`src/rtl/pckt_frame_ctrl_if.sv`:
```
// Capture-sequencer bus: packet-handler stream, host control/status and frame-buffer write port.
interface pckt_frame_ctrl_if #(
  parameter int unsigned DATA_WIDTH = 16,
  parameter int unsigned ADDR_WIDTH = 16,
  parameter int unsigned CNT_WIDTH  = 12
);
  logic                  frame_active;
  logic                  frame_valid;
  logic [DATA_WIDTH-1:0] pixel_data;
  logic [CNT_WIDTH-1:0]  cfg_lines;
  logic [CNT_WIDTH-1:0]  cfg_words;
  logic                  cap_req;
  logic                  cap_busy;
  logic                  cap_done;
  logic [2:0]            cap_err;
  logic                  wr_en;
  logic [ADDR_WIDTH-1:0] wr_addr;
  logic [DATA_WIDTH-1:0] wr_data;
  logic [CNT_WIDTH-1:0]  lines_rcvd;

  modport master (
    output frame_active, frame_valid, pixel_data, cfg_lines, cfg_words, cap_req,
    input  cap_busy, cap_done, cap_err, wr_en, wr_addr, wr_data, lines_rcvd
  );

  modport slave (
    input  frame_active, frame_valid, pixel_data, cfg_lines, cfg_words, cap_req,
    output cap_busy, cap_done, cap_err, wr_en, wr_addr, wr_data, lines_rcvd
  );
endinterface

```
`src/rtl/pckt_frame_ctrl.sv`:
```
// Frame capture sequencer: aligns to a whole CSI-2 frame and writes it linearly into a frame buffer.
// Optional PFC_CONTINUOUS_EN: re-arm after every frame until the host requests a stop.
module pckt_frame_ctrl #(
  parameter int unsigned DATA_WIDTH = 16,
  parameter int unsigned ADDR_WIDTH = 16,
  parameter int unsigned CNT_WIDTH  = 12
) (
  input  logic             rxbyteclkhs,
  input  logic             reset_n,
  pckt_frame_ctrl_if.slave bus
);

  typedef enum logic [1:0] {IDLE, SYNC, ARMED, CAPTURE} state_t;

  localparam logic [CNT_WIDTH-1:0]  CNT_MAX  = '1;
  localparam logic [ADDR_WIDTH-1:0] ADDR_MAX = '1;

  state_t                state_q, state_d;
  logic                  fa_q, fv_q;
  logic [CNT_WIDTH-1:0]  cfg_lines_q, cfg_lines_d;
  logic [CNT_WIDTH-1:0]  cfg_words_q, cfg_words_d;
  logic [CNT_WIDTH-1:0]  lines_q, lines_d, lines_inc;
  logic [CNT_WIDTH-1:0]  words_q, words_d;
  logic [ADDR_WIDTH-1:0] addr_q, addr_d;
  logic [ADDR_WIDTH-1:0] wr_addr_q, wr_addr_d;
  logic [DATA_WIDTH-1:0] wr_data_q, wr_data_d;
  logic [2:0]            err_q, err_d;
  logic                  wr_en_q, wr_en_d;
  logic                  done_q, done_d;
  logic                  line_end, frame_end, frame_start;
`ifdef PFC_CONTINUOUS_EN
  logic                  stop_q, stop_d;
`endif

  // Edge detection against the previous sample of the packet-handler flags.
  assign line_end    = fv_q & ~bus.frame_valid;
  assign frame_end   = fa_q & ~bus.frame_active;
  assign frame_start = ~fa_q & bus.frame_active;
  assign lines_inc   = (lines_q == CNT_MAX) ? lines_q : lines_q + CNT_WIDTH'(1);

  always_ff @(posedge rxbyteclkhs) begin
    if (!reset_n) state_q <= IDLE;
    else          state_q <= state_d;
  end

  always_comb begin
    state_d     = state_q;
    cfg_lines_d = cfg_lines_q;
    cfg_words_d = cfg_words_q;
    lines_d     = lines_q;
    words_d     = words_q;
    addr_d      = addr_q;
    err_d       = err_q;
    wr_en_d     = 1'b0;
    wr_addr_d   = wr_addr_q;
    wr_data_d   = wr_data_q;
    done_d      = 1'b0;
`ifdef PFC_CONTINUOUS_EN
    stop_d      = stop_q;
`endif

    case (state_q)
      IDLE: begin
        if (bus.cap_req) begin
          cfg_lines_d = bus.cfg_lines;
          cfg_words_d = bus.cfg_words;
          err_d       = '0;
          lines_d     = '0;
          addr_d      = '0;
          words_d     = '0;
`ifdef PFC_CONTINUOUS_EN
          stop_d      = 1'b0;
`endif
          state_d     = bus.frame_active ? SYNC : ARMED;
        end
      end

      SYNC: begin
        if (!bus.frame_active) state_d = ARMED;
      end

      ARMED: begin
`ifdef PFC_CONTINUOUS_EN
        // No frame in flight, so a stop request returns to IDLE at once.
        if (bus.cap_req) begin
          state_d = IDLE;
        end else if (frame_start) begin
          err_d   = '0;
          lines_d = '0;
          addr_d  = '0;
          words_d = '0;
          state_d = CAPTURE;
        end
`else
        if (frame_start) state_d = CAPTURE;
`endif
      end

      CAPTURE: begin
        if (bus.frame_valid) begin
          words_d = (words_q == CNT_MAX) ? words_q : words_q + CNT_WIDTH'(1);
          // After the last buffer word is written, the rest of the frame is dropped.
          if (!err_q[2]) begin
            wr_en_d   = 1'b1;
            wr_addr_d = addr_q;
            wr_data_d = bus.pixel_data;
            if (addr_q == ADDR_MAX) err_d[2] = 1'b1;
            else                    addr_d   = addr_q + ADDR_WIDTH'(1);
          end
        end
        if (line_end) begin
          lines_d = lines_inc;
          words_d = '0;
          if (words_q != cfg_words_q) err_d[1] = 1'b1;
        end
        // Line close above is already folded into lines_d for the line-count check.
        if (frame_end) begin
          if (lines_d != cfg_lines_q) err_d[0] = 1'b1;
          done_d = 1'b1;
`ifdef PFC_CONTINUOUS_EN
          state_d = (stop_q || bus.cap_req) ? IDLE : ARMED;
          stop_d  = 1'b0;
        end else if (bus.cap_req) begin
          stop_d  = 1'b1;
`else
          state_d = IDLE;
`endif
        end
      end

      default: state_d = IDLE;
    endcase
  end

  always_ff @(posedge rxbyteclkhs) begin
    if (!reset_n) begin
      fa_q        <= 1'b0;
      fv_q        <= 1'b0;
      cfg_lines_q <= '0;
      cfg_words_q <= '0;
      lines_q     <= '0;
      words_q     <= '0;
      addr_q      <= '0;
      err_q       <= '0;
      wr_en_q     <= 1'b0;
      wr_addr_q   <= '0;
      wr_data_q   <= '0;
      done_q      <= 1'b0;
`ifdef PFC_CONTINUOUS_EN
      stop_q      <= 1'b0;
`endif
    end else begin
      fa_q        <= bus.frame_active;
      fv_q        <= bus.frame_valid;
      cfg_lines_q <= cfg_lines_d;
      cfg_words_q <= cfg_words_d;
      lines_q     <= lines_d;
      words_q     <= words_d;
      addr_q      <= addr_d;
      err_q       <= err_d;
      wr_en_q     <= wr_en_d;
      wr_addr_q   <= wr_addr_d;
      wr_data_q   <= wr_data_d;
      done_q      <= done_d;
`ifdef PFC_CONTINUOUS_EN
      stop_q      <= stop_d;
`endif
    end
  end

  assign bus.cap_busy   = (state_q != IDLE);
  assign bus.cap_done   = done_q;
  assign bus.cap_err    = err_q;
  assign bus.wr_en      = wr_en_q;
  assign bus.wr_addr    = wr_addr_q;
  assign bus.wr_data    = wr_data_q;
  assign bus.lines_rcvd = lines_q;

endmodule
```
`src/flat_wrapper.sv`:
```
// flat-port wrapper written by rule: the top's interface ports become plain ports
module pckt_frame_ctrl_flat 
#(
  parameter int unsigned DATA_WIDTH = 16,
  parameter int unsigned ADDR_WIDTH = 16,
  parameter int unsigned CNT_WIDTH  = 12
)
  (rxbyteclkhs, reset_n, bus_frame_active, bus_frame_valid, bus_pixel_data, bus_cfg_lines, bus_cfg_words, bus_cap_req, bus_cap_busy, bus_cap_done, bus_cap_err, bus_wr_en, bus_wr_addr, bus_wr_data, bus_lines_rcvd);
  pckt_frame_ctrl_if #(.DATA_WIDTH(DATA_WIDTH), .ADDR_WIDTH(ADDR_WIDTH), .CNT_WIDTH(CNT_WIDTH)) bus_i ();
  input  logic rxbyteclkhs;
  input  logic reset_n;
  input wire logic [$bits(bus_i.frame_active)-1:0] bus_frame_active;
  input wire logic [$bits(bus_i.frame_valid)-1:0] bus_frame_valid;
  input wire logic [$bits(bus_i.pixel_data)-1:0] bus_pixel_data;
  input wire logic [$bits(bus_i.cfg_lines)-1:0] bus_cfg_lines;
  input wire logic [$bits(bus_i.cfg_words)-1:0] bus_cfg_words;
  input wire logic [$bits(bus_i.cap_req)-1:0] bus_cap_req;
  output wire logic [$bits(bus_i.cap_busy)-1:0] bus_cap_busy;
  output wire logic [$bits(bus_i.cap_done)-1:0] bus_cap_done;
  output wire logic [$bits(bus_i.cap_err)-1:0] bus_cap_err;
  output wire logic [$bits(bus_i.wr_en)-1:0] bus_wr_en;
  output wire logic [$bits(bus_i.wr_addr)-1:0] bus_wr_addr;
  output wire logic [$bits(bus_i.wr_data)-1:0] bus_wr_data;
  output wire logic [$bits(bus_i.lines_rcvd)-1:0] bus_lines_rcvd;
  assign bus_i.frame_active = bus_frame_active;
  assign bus_i.frame_valid = bus_frame_valid;
  assign bus_i.pixel_data = bus_pixel_data;
  assign bus_i.cfg_lines = bus_cfg_lines;
  assign bus_i.cfg_words = bus_cfg_words;
  assign bus_i.cap_req = bus_cap_req;
  assign bus_cap_busy = bus_i.cap_busy;
  assign bus_cap_done = bus_i.cap_done;
  assign bus_cap_err = bus_i.cap_err;
  assign bus_wr_en = bus_i.wr_en;
  assign bus_wr_addr = bus_i.wr_addr;
  assign bus_wr_data = bus_i.wr_data;
  assign bus_lines_rcvd = bus_i.lines_rcvd;
  pckt_frame_ctrl #(.DATA_WIDTH(DATA_WIDTH), .ADDR_WIDTH(ADDR_WIDTH), .CNT_WIDTH(CNT_WIDTH)) u_core (.rxbyteclkhs(rxbyteclkhs), .reset_n(reset_n), .bus(bus_i));
endmodule
```
`config.mk`:
```
export PLATFORM = sky130hd
export DESIGN_NAME = pckt_frame_ctrl_flat
export DESIGN_NICKNAME = d
export VERILOG_FILES = /design/src/rtl/pckt_frame_ctrl_if.sv /design/src/rtl/pckt_frame_ctrl.sv /design/src/flat_wrapper.sv
export SDC_FILE = /design/constraint.sdc
export NUM_CORES = 1
export LEC_CHECK = 0
export BUFFER_PORTS_ARGS = -buffer_cell sky130_fd_sc_hd__clkbuf_2
export CAP_MARGIN = 20
export CORE_MARGIN = 2
export CORE_UTILIZATION = 45
export DETAILED_ROUTE_END_ITERATION = 10
export MAX_ROUTING_LAYER = met4
export PLACE_DENSITY = 0.63
export SKIP_LAST_GASP = 1
export SLEW_MARGIN = 10
export SYNTH_ARGS = -nofsm -noshare
export SYNTH_HDL_FRONTEND = slang
export SYNTH_SLANG_ARGS = --single-unit
```
`constraint.sdc`:
```
create_clock -name rxbyteclkhs -period 4.3 [get_ports rxbyteclkhs]
set_clock_uncertainty 0.05 [all_clocks]
set_input_delay 0.645 -clock rxbyteclkhs [delete_from_list [all_inputs] [get_ports rxbyteclkhs]]
set_output_delay 0.645 -clock rxbyteclkhs [all_outputs]
set_load 0.05 [all_outputs]
```
# Word-level counts from Yosys, hierarchy flattened
# Cells that the tools add are included.
# Widths: inputs -> output; s select.
[classes]
n_addsub = 3
mul = 0
div = 0
n_lt_le_gt_ge = 0
eq_ne = 20
shifts = 0
muxes = 31
n_bitwise = 7
reduce_logical = 14
[op_table]
columns = ["op", "n"]
rows = [
  ["$mux 12", 7],
  ["$mux 16", 4],
  ["$pmux 12 s2", 2],
  ["$pmux 16 s2", 1],
  ["$add 12x1->12 const B", 2],
  ["$eq 12x12->1 const B", 2],
  ["$ne 12x12->1", 2],
  ["$add 16x1->16 const B", 1],
  ["$eq 16x16->1 const B", 1],
  ["$reduce_and 4->1", 4],
  ["$mux 2", 5],
  ["$ne 2x1->1 const B", 5],
  ["$ne 2x2->1 const B", 5],
  ["$mux 1", 9],
  ["$reduce_and 3->1", 3],
  ["$pmux 2 s4", 1],
  ["$ne 3x2->1 const B", 2],
  ["$pmux 3 s2", 1],
  ["$reduce_and 2->1", 3],
  ["$reduce_and 5->1", 1],
  ["$eq 2x2->1 const B", 2],
  ["$not 1->1", 4],
  ["$reduce_bool 2->1", 2],
  ["$and 1x1->1", 3],
  ["3 further kinds", 3],
]
[totals]
regBits = 105
latchBits = 0
mem_bits_rw = 0
romBits = 0
output_inout_bits = 50
n_memories = 0

# Depth between registers and ports, before layout
# Gate-level depths: netlist of run 1.
[logic_depth]
depth_word = 8
depth_mapped = 10
mapped_depth_nobuf = 8

# Least setup slack after synthesis of run 1
# No wires, ideal clock.
[synth_timing]
path_type = "register to register"
startpoint = "register u_core.lines_q[0], in the netlist u_core.bus.lines_rcvd[0]"
endpoint = "register u_core.err_q[0], in the netlist u_core.bus.cap_err[0]"
arrival_time_ps = 2318
t_required_ps = 4118
slack_ps = 1800
path_stages_with_launch = 8
path_buffers = 0
period_less_slack_ps = 2500
cell_sequence = "dfxtp_1 -> ha_1 -> nand2_1 -> nor3_1 -> a21oi_1 -> or4_1 -> a211oi_1 -> a31oi_1"
[synth_between]
elab_chain_cells = 7
[synth_lines]
columns = ["item", "line", "rtl"]
rows = [
  ["from (decl)", "pckt_frame_ctrl.sv:22", "logic [CNT_WIDTH-1:0] lines_q, lines_d, lines_inc;"],
  ["from (signal assigned)", "pckt_frame_ctrl.sv:157", "lines_q <= lines_d;"],
  ["$add 12x1->12 or $eq 12x12->1 (tied branches)", "pckt_frame_ctrl.sv:39", "assign lines_inc = (lines_q == CNT_MAX) ? lines_q : lines_q + CNT_WIDTH'(1);"],
  ["$mux 12", "pckt_frame_ctrl.sv:39", ""],
  ["$mux 12 (*)", "pckt_frame_ctrl.sv:111", "if (line_end) begin"],
  ["$mux 12 (*)", "pckt_frame_ctrl.sv:62", "case (state_q)"],
  ["$ne 12x12->1 (*)", "pckt_frame_ctrl.sv:118", "if (lines_d != cfg_lines_q) err_d[0] = 1'b1;"],
  ["$ne 2x1->1 (no source line) (*)", "--", ""],
  ["$reduce_and 4->1 (no source line) (*)", "--", ""],
  ["to (signal assigned)", "pckt_frame_ctrl.sv:160", "err_q <= err_d;"],
  ["to (decl)", "pckt_frame_ctrl.sv:27", "logic [2:0] err_q, err_d;"],
]
# Every way passes the cells marked *; elsewhere a longest branch is shown, timed or not. The select of a mux whose other input is x is not followed.
# A chain may end at the register's enable or synchronous reset.

# Final worst setup path of run 1
[layout_timing]
startpoint = "register u_core.state_q[0]"
endpoint = "register u_core.addr_q[15]"
[layout_between]
elab_chain_cells = 3
[layout_lines]
columns = ["item", "line", "rtl"]
rows = [
  ["from (decl)", "pckt_frame_ctrl.sv:18", "state_t state_q, state_d;"],
  ["from (signal assigned)", "pckt_frame_ctrl.sv:43", "else state_q <= state_d;"],
  ["$eq 2x2->1 or $logic_not 2->1 (tied branches)", "pckt_frame_ctrl.sv:62", ""],
  ["$ne 2x2->1 (no source line) or $reduce_bool 2->1 (tied branches)", "--", ""],
  ["$reduce_and 5->1 (no source line)", "--", ""],
  ["to (signal assigned)", "pckt_frame_ctrl.sv:159", "addr_q <= addr_d;"],
  ["to (decl)", "pckt_frame_ctrl.sv:24", "logic [ADDR_WIDTH-1:0] addr_q, addr_d;"],
]
# Several ways; a longest one is shown, not always the timed one.

==> results of run 1 <==
[how the worst max path moves through the flow]
stage,start,end
floorplan,u_core.bus.lines_rcvd[0]$_SDFFE_PN0P_,u_core.bus.cap_err[0]$_SDFFE_PN0P_
global placement,bus_cap_req,u_core.addr_q[15]$_SDFFE_PN0P_
detailed placement,bus_cap_req,u_core.addr_q[15]$_SDFFE_PN0P_
CTS,u_core.state_q[0]$_SDFFE_PN0P_,u_core.addr_q[15]$_SDFFE_PN0P_
global route,u_core.state_q[0]$_SDFFE_PN0P_,u_core.addr_q[15]$_SDFFE_PN0P_
finish,u_core.state_q[0]$_SDFFE_PN0P_,u_core.addr_q[15]$_SDFFE_PN0P_
[power groups by stage]
stage	Combinational, uW	Sequential [uW]	Clock [uW]
CTS	581	1080	860
floorplan	406	1120	0
detailed placement	576	1100	0
global route	652	1080	897
global placement	567	1100	0
finish	577	1080	845
[registers in the layout, summed over array words and instances (netlist names)]
name	flops
u_core.addr_q	16
u_core.bus.cap_done	1
u_core.bus.cap_err	3
u_core.bus.lines_rcvd	12
u_core.bus.wr_addr	16
u_core.bus.wr_data	16
u_core.bus.wr_en	1
u_core.cfg_lines_q	12
u_core.cfg_words_q	12
u_core.fa_q	1
u_core.fv_q	1
u_core.state_q	2
u_core.words_q	12
[cells by family (layout without fill, tap and decap cells)]
logic type               count (synthesis)  in the layout  share of synthesized area, %
AND/OR/NAND/NOR                        276            276                          25.5
AO/OA/AOI/OAI                          131            131                          18.5
flip-flops                             105            105                          41.4
XOR/XNOR                                48             48                          8.28
buffers and inverters                   43            124                          3.50
adder cells (fa/ha/maj)                  8              8                          1.97
multiplexers                             4              4                         0.837
[critical path: cells and delay by family, from the launching register on]
kind / cells / cell delay [ns]
DFF: 1 / 0.33
AOI/OAI and AO/OA: 3 / 0.77
and+or+nand+nor: 3 / 1.32
adders and majority gates: 1 / 0.21
buffers and inverters: 1 / 0.13
[layer usage]
metal	global-route usage (%)	up-vias
met3	3.35	18
li1	-	2269
met2	35.1	121
met1	28.6	2089
met5	-	-
met4	7.05	0
[per-stage QoR]
step | area, um2 | total power (uW)
after global routing | 5930 | 2630
after global placement | 5630 | 1670
final | 5930 | 2500
after floorplan | 5080 | 1530
after detailed placement | 5630 | 1680
after CTS | 5930 | 2520
[cell usage after synthesis (all sizes together), types with 11 or more instances]
| cell type | number |
|---|---|
| a21boi | 58 |
| clkbuf | 27 |
| xnor2 | 17 |
| nand2 | 137 |
| xor2 | 31 |
| nand4 | 15 |
| nor3 | 11 |
| a21oi | 19 |
| and2 | 11 |
| nor2 | 36 |
| o21ai | 18 |
| dfxtp | 105 |
| nand3 | 16 |
[area by class of cell]
cell class / count / area [um2] / area share [%]
tap: 140 / 175 / 2.95
sequential: 105 / 2100 / 35.4
multi-input combinational: 467 / 2800 / 47.2
inverter: 7 / 26.3 / 0.443
clock inverter: 5 / 62.6 / 1.05
timing repair buffer: 101 / 523 / 8.82
clock buffer: 11 / 243 / 4.09
==> results.toml, run 1 <==
[detailed_routing]
drc = 0
vias = 4497
met2_length_mm = 6.00
postRouteWirelength_mm = 12.6
dr.first_iter.drc_count = 222
wl_per_cell_um = 15.1
top_layer_used = "met4"
ant_nets = 0
wl_met1_mm = 5.81
vias_per_cell = 5.38
met3WireLength_um = 618
drtPass1Iterations = 6

[sta]
finalSetupViolCount = 0
slew_headroom_pct = 35.2
rsz0062_at_grt = "no"
period_needed_ns = 2.88
tightest_slew_ns = 0.971
slew_viol_final = 0
period_share_pct = 67.0
setup_tns_ns = 0
holdWs_ns = 0.416
timing.fmax_mhz = 347
finalHoldViolCount = 0
fin_ws_ns = 1.42

[synth]
netlist_area_um2 = 5080
synth_top_area_cell = "dfxtp_1"
syn-num-nets = 668
yosysTopAreaCellShare_pct = 41.4
ys_seq_area_share_pct = 41.4
ys_types = 56
synth_edf_count = 0
synthTopCellsByArea = "dfxtp_1 41%, nand2_1 10%, a21boi_0 8.6%"
async_flop_share_pct = 0
ys_ff_latch = 105
yosysWarnings = 0
synthCells = 615
avgSynthCellArea_um2 = 8.26
synthFlopType = "dfxtp_1"

[placed_design]
placedCellCount = 820
dp_worst_setup_slack_ns = 1.33
dpl.hpwl_mm = 9.03
portBuffers = 94
globalplace.congestion = 0.993

[cts]
cts-root-buf = "clkbuf_16"
numClockSinks = 105
cts_hold_buf = 0
cts_buffers = 9
cts_max_level = 3
post_cts.repair.setup_buffers = 0
ctsResizeCount = 0
cts_tree = "built"
clkTransAtPathRegs_ns = 0.07
clock_latency_ns = 0.35
cts_buffer_depth = 2

[hold_path]
hold_start = "u_core.bus.wr_data[1]$_SDFFE_PN0P_"
hold_path_end = "u_core.bus.wr_data[1]$_SDFFE_PN0P_"
hp-class = "flip-flop to flip-flop"
hold_depth = 2

[critical_path]
path_cells = "inv_1 > ha_1 > and2_1 > a21oi_4 > a2111oi_4 > nor2_2 > or4_1 > a21oi_1"
r2r_end = "u_core.addr_q[15]$_SDFFE_PN0P_"
crit_path_max_incr_delay_ns = 0.79
worst_path_max_delay_cell = "and2_1"
cp-start-kind = "flip-flop"
reg2reg_setup_slack_ns = 1.42
cp.required_ns = 4.53
reg2regPathDepth = 8
worstPathArrival_ns = 3.11
r2r_start = "u_core.state_q[0]$_SDFFE_PN0P_"
crit_fanout = 27
setup.worst_path.end_class = "flip-flop"
crit_type = "flip-flop to flip-flop"

[final_layout]
final_cell_mix = "137 x nand2_1, 105 x dfxtp_1, 94 x clkbuf_2, 58 x a21boi_0, 35 x nor2_1"
final_common_cell = "nand2_1"
final_layout_size_suffix_gt1_share_pct = 17.7
post_layout_nonfiller_instances = 836
syn2layout_area_growth_pct = 16.8
diodes = 0
fin_util_pct = 54.2
nFillCells = 1064
nets = 744

[global_routing]
overflow = 0
grt_max_degree = 47
antenna_found_initial = 0
grt_pass1_vias = 4267
grt_pass1_wl_mm = 20.4
grt_usage_pct = 21.9

[floorplanning]
start_util_pct = 46.5
std_cell_rows = 38
dieArea_um2 = 12200
die-height_um = 110
fp.coreArea_um2 = 10900
die_w_um = 110
ios = 95

[power]
power_frac_clock_pct = 33.8
cellLeakagePower_uw = 0.00235
power_frac_seq_pct = 43.1
p_comb_share_pct = 23.1
power_density_nw_per_um2 = 421
ir_drop_mv = 0.184
swShare_pct = 31.9
switchingPower_uw = 797
p_int_uw = 1700

[run_status]
status = "complete, no violations"

[job]
cap_viol_max_count = 0
No activity file was read; power rests on OpenSTA's default activity.
==> run 2: changes to the inputs <==
- clock period: 4.3 -> 2.8 ns (I/O delays scaled with it)
==> run 2 against run 1 <==
Compared with the run above:
- flip-flop and latch count unchanged
- die area unchanged
- global-route usage up 0.16 points
- design area up 0.38%
- worst hold slack worse by 0.16 ns
- register-to-register slack worse by 1.1 ns
- sequential share of layout area down 0.13 points
- clock power up 37%
- power up 50%
- combinational power up 60%
- worst setup slack worse by 1.1 ns
- largest power group unchanged
- highest routed layer unchanged
==> results.toml, run 2 (synthesized netlist as in run 1, its figures left out) <==
[run_status]
status = "complete, no violations"

[job]
cap_viol_max_count = 0

[floorplanning]
die-height_um = 110
dieArea_um2 = 12200
fp.coreArea_um2 = 10900
ios = 95
die_w_um = 110
start_util_pct = 46.5
std_cell_rows = 38

[cts]
cts-root-buf = "clkbuf_16"
numClockSinks = 105
cts_buffer_depth = 2
cts_tree = "built"
clkTransAtPathRegs_ns = 0.07
cts_max_level = 3
cts_buffers = 9
cts_hold_buf = 0
clock_latency_ns = 0.34
post_cts.repair.setup_buffers = 0
ctsResizeCount = 0

[detailed_routing]
drtPass1Iterations = 5
vias_per_cell = 5.34
dr.first_iter.drc_count = 194
postRouteWirelength_mm = 12.6
drc = 0
ant_nets = 0
vias = 4505
wl_per_cell_um = 14.9

[power]
power_density_nw_per_um2 = 629
cellLeakagePower_uw = 0.00237
finalPower_uw = 3750
ir_drop_mv = 0.357

[final_layout]
regArea_um2 = 2100
final_layout_size_suffix_gt1_share_pct = 18.2
final_common_cell = "nand2_1"
final_cell_mix = "137 x nand2_1, 105 x dfxtp_1, 94 x clkbuf_2, 58 x a21boi_0, 35 x nor2_1"
syn2layout_area_growth_pct = 17.2
final_area_um2 = 5950
multiInputGateArea_um2 = 2800
nFillCells = 1078
nets = 752
diodes = 0

[placed_design]
portBuffers = 94
place_area_um2 = 5690
dpl.hpwl_mm = 9.33
globalplace.congestion = 0.971

[critical_path]
crit_type = "flip-flop to flip-flop"
cp-start-kind = "flip-flop"
crit_fanout = 6
setup.worst_path.end_class = "flip-flop"
reg2regPathDepth = 7
worstPathArrival_ns = 2.63
cp.required_ns = 2.96

[sta]
period_share_pct = 87.9
tightest_slew_ns = 0.705
rsz0062_at_grt = "no"
slew_viol_final = 0
finalSetupViolCount = 0
finalHoldViolCount = 0
period_needed_ns = 2.46
timing.fmax_mhz = 406
setup_tns_ns = 0
slew_headroom_pct = 52.7

[hold_path]
hold_depth = 3
hp-class = "input port to flip-flop"

[global_routing]
overflow = 0
grt_max_degree = 55
grt_usage_pct = 22.1
grt_pass1_wl_mm = 20.4
grt_pass1_vias = 4194
antenna_found_initial = 0
-- run 2: through the flow --
stage          setup WS [ns]  utilization, %  cells  hold WS, ns
6_report               0.338            54.5    844        0.251
3_5_place_dp           0.403            52.0    828        0.406
4_1_cts                0.388            54.5    844        0.244
5_1_grt                0.200            54.5    844        0.262
3_3_place_gp           0.483            52.0    828        0.401
2_1_floorplan          0.300               -    615        0.399
-- run 2: path summary, 6_finish.rpt --
check | startpoint | endpoint | slack (ns)
worst min-delay path | bus_pixel_data[11] | u_core.bus.wr_data[11]$_SDFFE_PN0P_ | 0.25
worst max register to register | u_core.bus.lines_rcvd[0]$_SDFFE_PN0P_ | u_core.bus.cap_err[0]$_SDFFE_PN0P_ | 0.34
worst min register to register | u_core.bus.wr_data[9]$_SDFFE_PN0P_ | u_core.bus.wr_data[9]$_SDFFE_PN0P_ | 0.41
worst max-delay path | u_core.bus.lines_rcvd[0]$_SDFFE_PN0P_ | u_core.bus.cap_err[0]$_SDFFE_PN0P_ | 0.34
-- run 2: report_power, final --
group	leakage [uW]	switching (uW)	internal, uW
combinational	0.00139	595	328
sequential	0.000850	72.4	1590
clock	0.000131	534	630
-- run 2: layer usage --
layer / GRT usage [%] / wire, um / up-vias
li1: - / - / 2276
met4: 8.93 / 251 / 0
met3: 3.41 / 640 / 18
met1: 28.0 / 5620 / 2098
met5: - / 0 / -
met2: 35.4 / 6090 / 113
-- run 2: final cells by class --
type / count / share of cell area [%]
inverter: 7 / 0.441
sequential: 105 / 35.3
timing repair buffer: 109 / 9.79
tap: 140 / 2.94
multi-input combinational: 467 / 47.0
clock inverter: 2 / 0.231
clock buffer: 14 / 4.27
-- run 2: critical path: stages (launching register included) --
cell	delay, ns
dfxtp_1	0.45
ha_1	0.28
nand2_1	0.09
nor3_1	0.34
a21oi_1	0.20
or4_1	0.54
a211oi_1	0.25
a31oi_1	0.13
==> run 3: changes to the inputs <==
- CORE_MARGIN: 2 -> not set
==> run 3 against run 2 <==
Compared with the run above:
- sequential power about the same
- count of clock-buffer cells in the layout down 1
- design area up 1.2%
- largest cell class unchanged
- routed wire length up 2.5%
- critical path type unchanged
- largest power group unchanged
==> results.toml, run 3 (synthesized netlist as in run 1, its figures left out) <==
[run_status]
status = "complete, no violations"

[placed_design]
portBuffers = 94
dpl.hpwl_mm = 9.48
globalplace.congestion = 0.872
place_area_um2 = 5700

[cts]
numClockSinks = 105
cts_buffers = 9
post_cts.repair.setup_buffers = 0
cts-root-buf = "clkbuf_16"
cts_max_level = 3
ctsResizeCount = 0
cts_tree = "built"
clock_latency_ns = 0.35
cts_buffer_depth = 2
clkTransAtPathRegs_ns = 0.07
cts_hold_buf = 0

[detailed_routing]
drc = 0
postRouteWirelength_mm = 12.9
dr.first_iter.drc_count = 182
vias_per_cell = 5.40
drtPass1Iterations = 5
vias = 4571
ant_nets = 0
wl_per_cell_um = 15.3

[critical_path]
r2r_end = "u_core.bus.cap_err[0]$_SDFFE_PN0P_"
cp.required_ns = 2.96
crit_fanout = 6
critPathCapture = "u_core.bus.cap_err[0]$_SDFFE_PN0P_"
r2r_start = "u_core.bus.lines_rcvd[0]$_SDFFE_PN0P_"
reg2regPathDepth = 7
crit_type = "flip-flop to flip-flop"
cp-start-kind = "flip-flop"
setup.worst_path.end_class = "flip-flop"
cp-startpoint = "u_core.bus.lines_rcvd[0]$_SDFFE_PN0P_"
reg2reg_setup_slack_ns = 0.18
worstPathArrival_ns = 2.78

[final_layout]
final_area_um2 = 6030
diodes = 0
nets = 754
syn2layout_area_growth_pct = 18.6
final_common_cell = "nand2_1"
fin_util_pct = 55.1
final_cell_mix = "137 x nand2_1, 105 x dfxtp_1, 94 x clkbuf_2, 58 x a21boi_0, 35 x nor2_1"
nFillCells = 1046
final_layout_size_suffix_gt1_share_pct = 19.0

[sta]
period_share_pct = 93.7
finalSetupViolCount = 0
rsz0062_at_grt = "no"
holdWs_ns = 0.251
slew_headroom_pct = 54.2
timing.fmax_mhz = 381
slew_viol_final = 0
period_needed_ns = 2.62
setup_tns_ns = 0
finalHoldViolCount = 0
tightest_slew_ns = 0.670

[global_routing]
antenna_found_initial = 0
grt_max_degree = 56
grt_pass1_vias = 4296
grt_usage_pct = 23.8
overflow = 0
grt_pass1_wl_mm = 21.1

[job]
cap_viol_max_count = 0

[floorplanning]
fp.coreArea_um2 = 10900
start_util_pct = 46.5
die-height_um = 108
std_cell_rows = 38
ios = 95
die_w_um = 108
dieArea_um2 = 11700

[power]
power_density_nw_per_um2 = 651
ir_drop_mv = 0.385
cellLeakagePower_uw = 0.00241

[hold_path]
hp-class = "input port to flip-flop"
==> run 3: how the worst min path moves through the flow <==
stage / startpoint / to / slack, ns / cells past startpoint
after floorplan: u_core.cfg_lines_q[10]$_SDFFE_PN0P_ / u_core.cfg_lines_q[10]$_SDFFE_PN0P_ / 0.40 / 2
after global routing: bus_pixel_data[15] / u_core.bus.wr_data[15]$_SDFFE_PN0P_ / 0.26 / 3
after detailed placement: u_core.bus.wr_addr[13]$_SDFFE_PN0P_ / u_core.bus.wr_addr[13]$_SDFFE_PN0P_ / 0.41 / 2
final: bus_pixel_data[15] / u_core.bus.wr_data[15]$_SDFFE_PN0P_ / 0.25 / 3
after global placement: u_core.bus.wr_data[15]$_SDFFE_PN0P_ / u_core.bus.wr_data[15]$_SDFFE_PN0P_ / 0.40 / 2
after CTS: bus_pixel_data[15] / u_core.bus.wr_data[15]$_SDFFE_PN0P_ / 0.24 / 3
==> run 3: per-stage QoR <==
stage / total power, uW / setup slack [ns] / instances
3_5_place_dp: 2620 / 0.306 / 830
3_3_place_gp: 2600 / 0.500 / 830
2_1_floorplan: 2340 / 0.300 / 615
5_1_grt: 4120 / 0.107 / 846
4_1_cts: 3970 / 0.268 / 846
6_report: 3920 / 0.177 / 846
==> run 3: cell type report <==
cell class	count	area [um2]	area share, %
Clock buffer	13	280	4.65
Timing Repair Buffer	111	598	9.93
Tap cell	140	175	2.91
Sequential cell	105	2100	34.9
Multi-Input combinational cell	467	2800	46.5
Clock inverter	3	43.8	0.727
Inverter	7	26.3	0.436
==> run 3: routing by layer <==
metal  global-route usage [%]  up-vias  share of wire, %
li1                         -     2287                 -
met1                     30.8     2155                47
met2                     37.4      114                47
met3                     3.07       15               3.7
met4                     9.49        0               1.6
met5                        -        -                 0
==> run 3: power by group <==
part           switching [uW]  total [uW]  leakage [uW]  internal, uW
registers                72.7        1660      0.000850          1590
clock network             545        1340      0.000162           793
logic                     603         927       0.00140           324
total                    1220        3920       0.00241          2700
==> run 3: critical path, stage by stage (launching register included) <==
cell	delay (ns)
dfxtp_1	0.46
ha_1	0.29
nand2_1	0.09
nor3_1	0.39
a21oi_1	0.20
or4_1	0.58
a211oi_1	0.28
a31oi_1	0.14
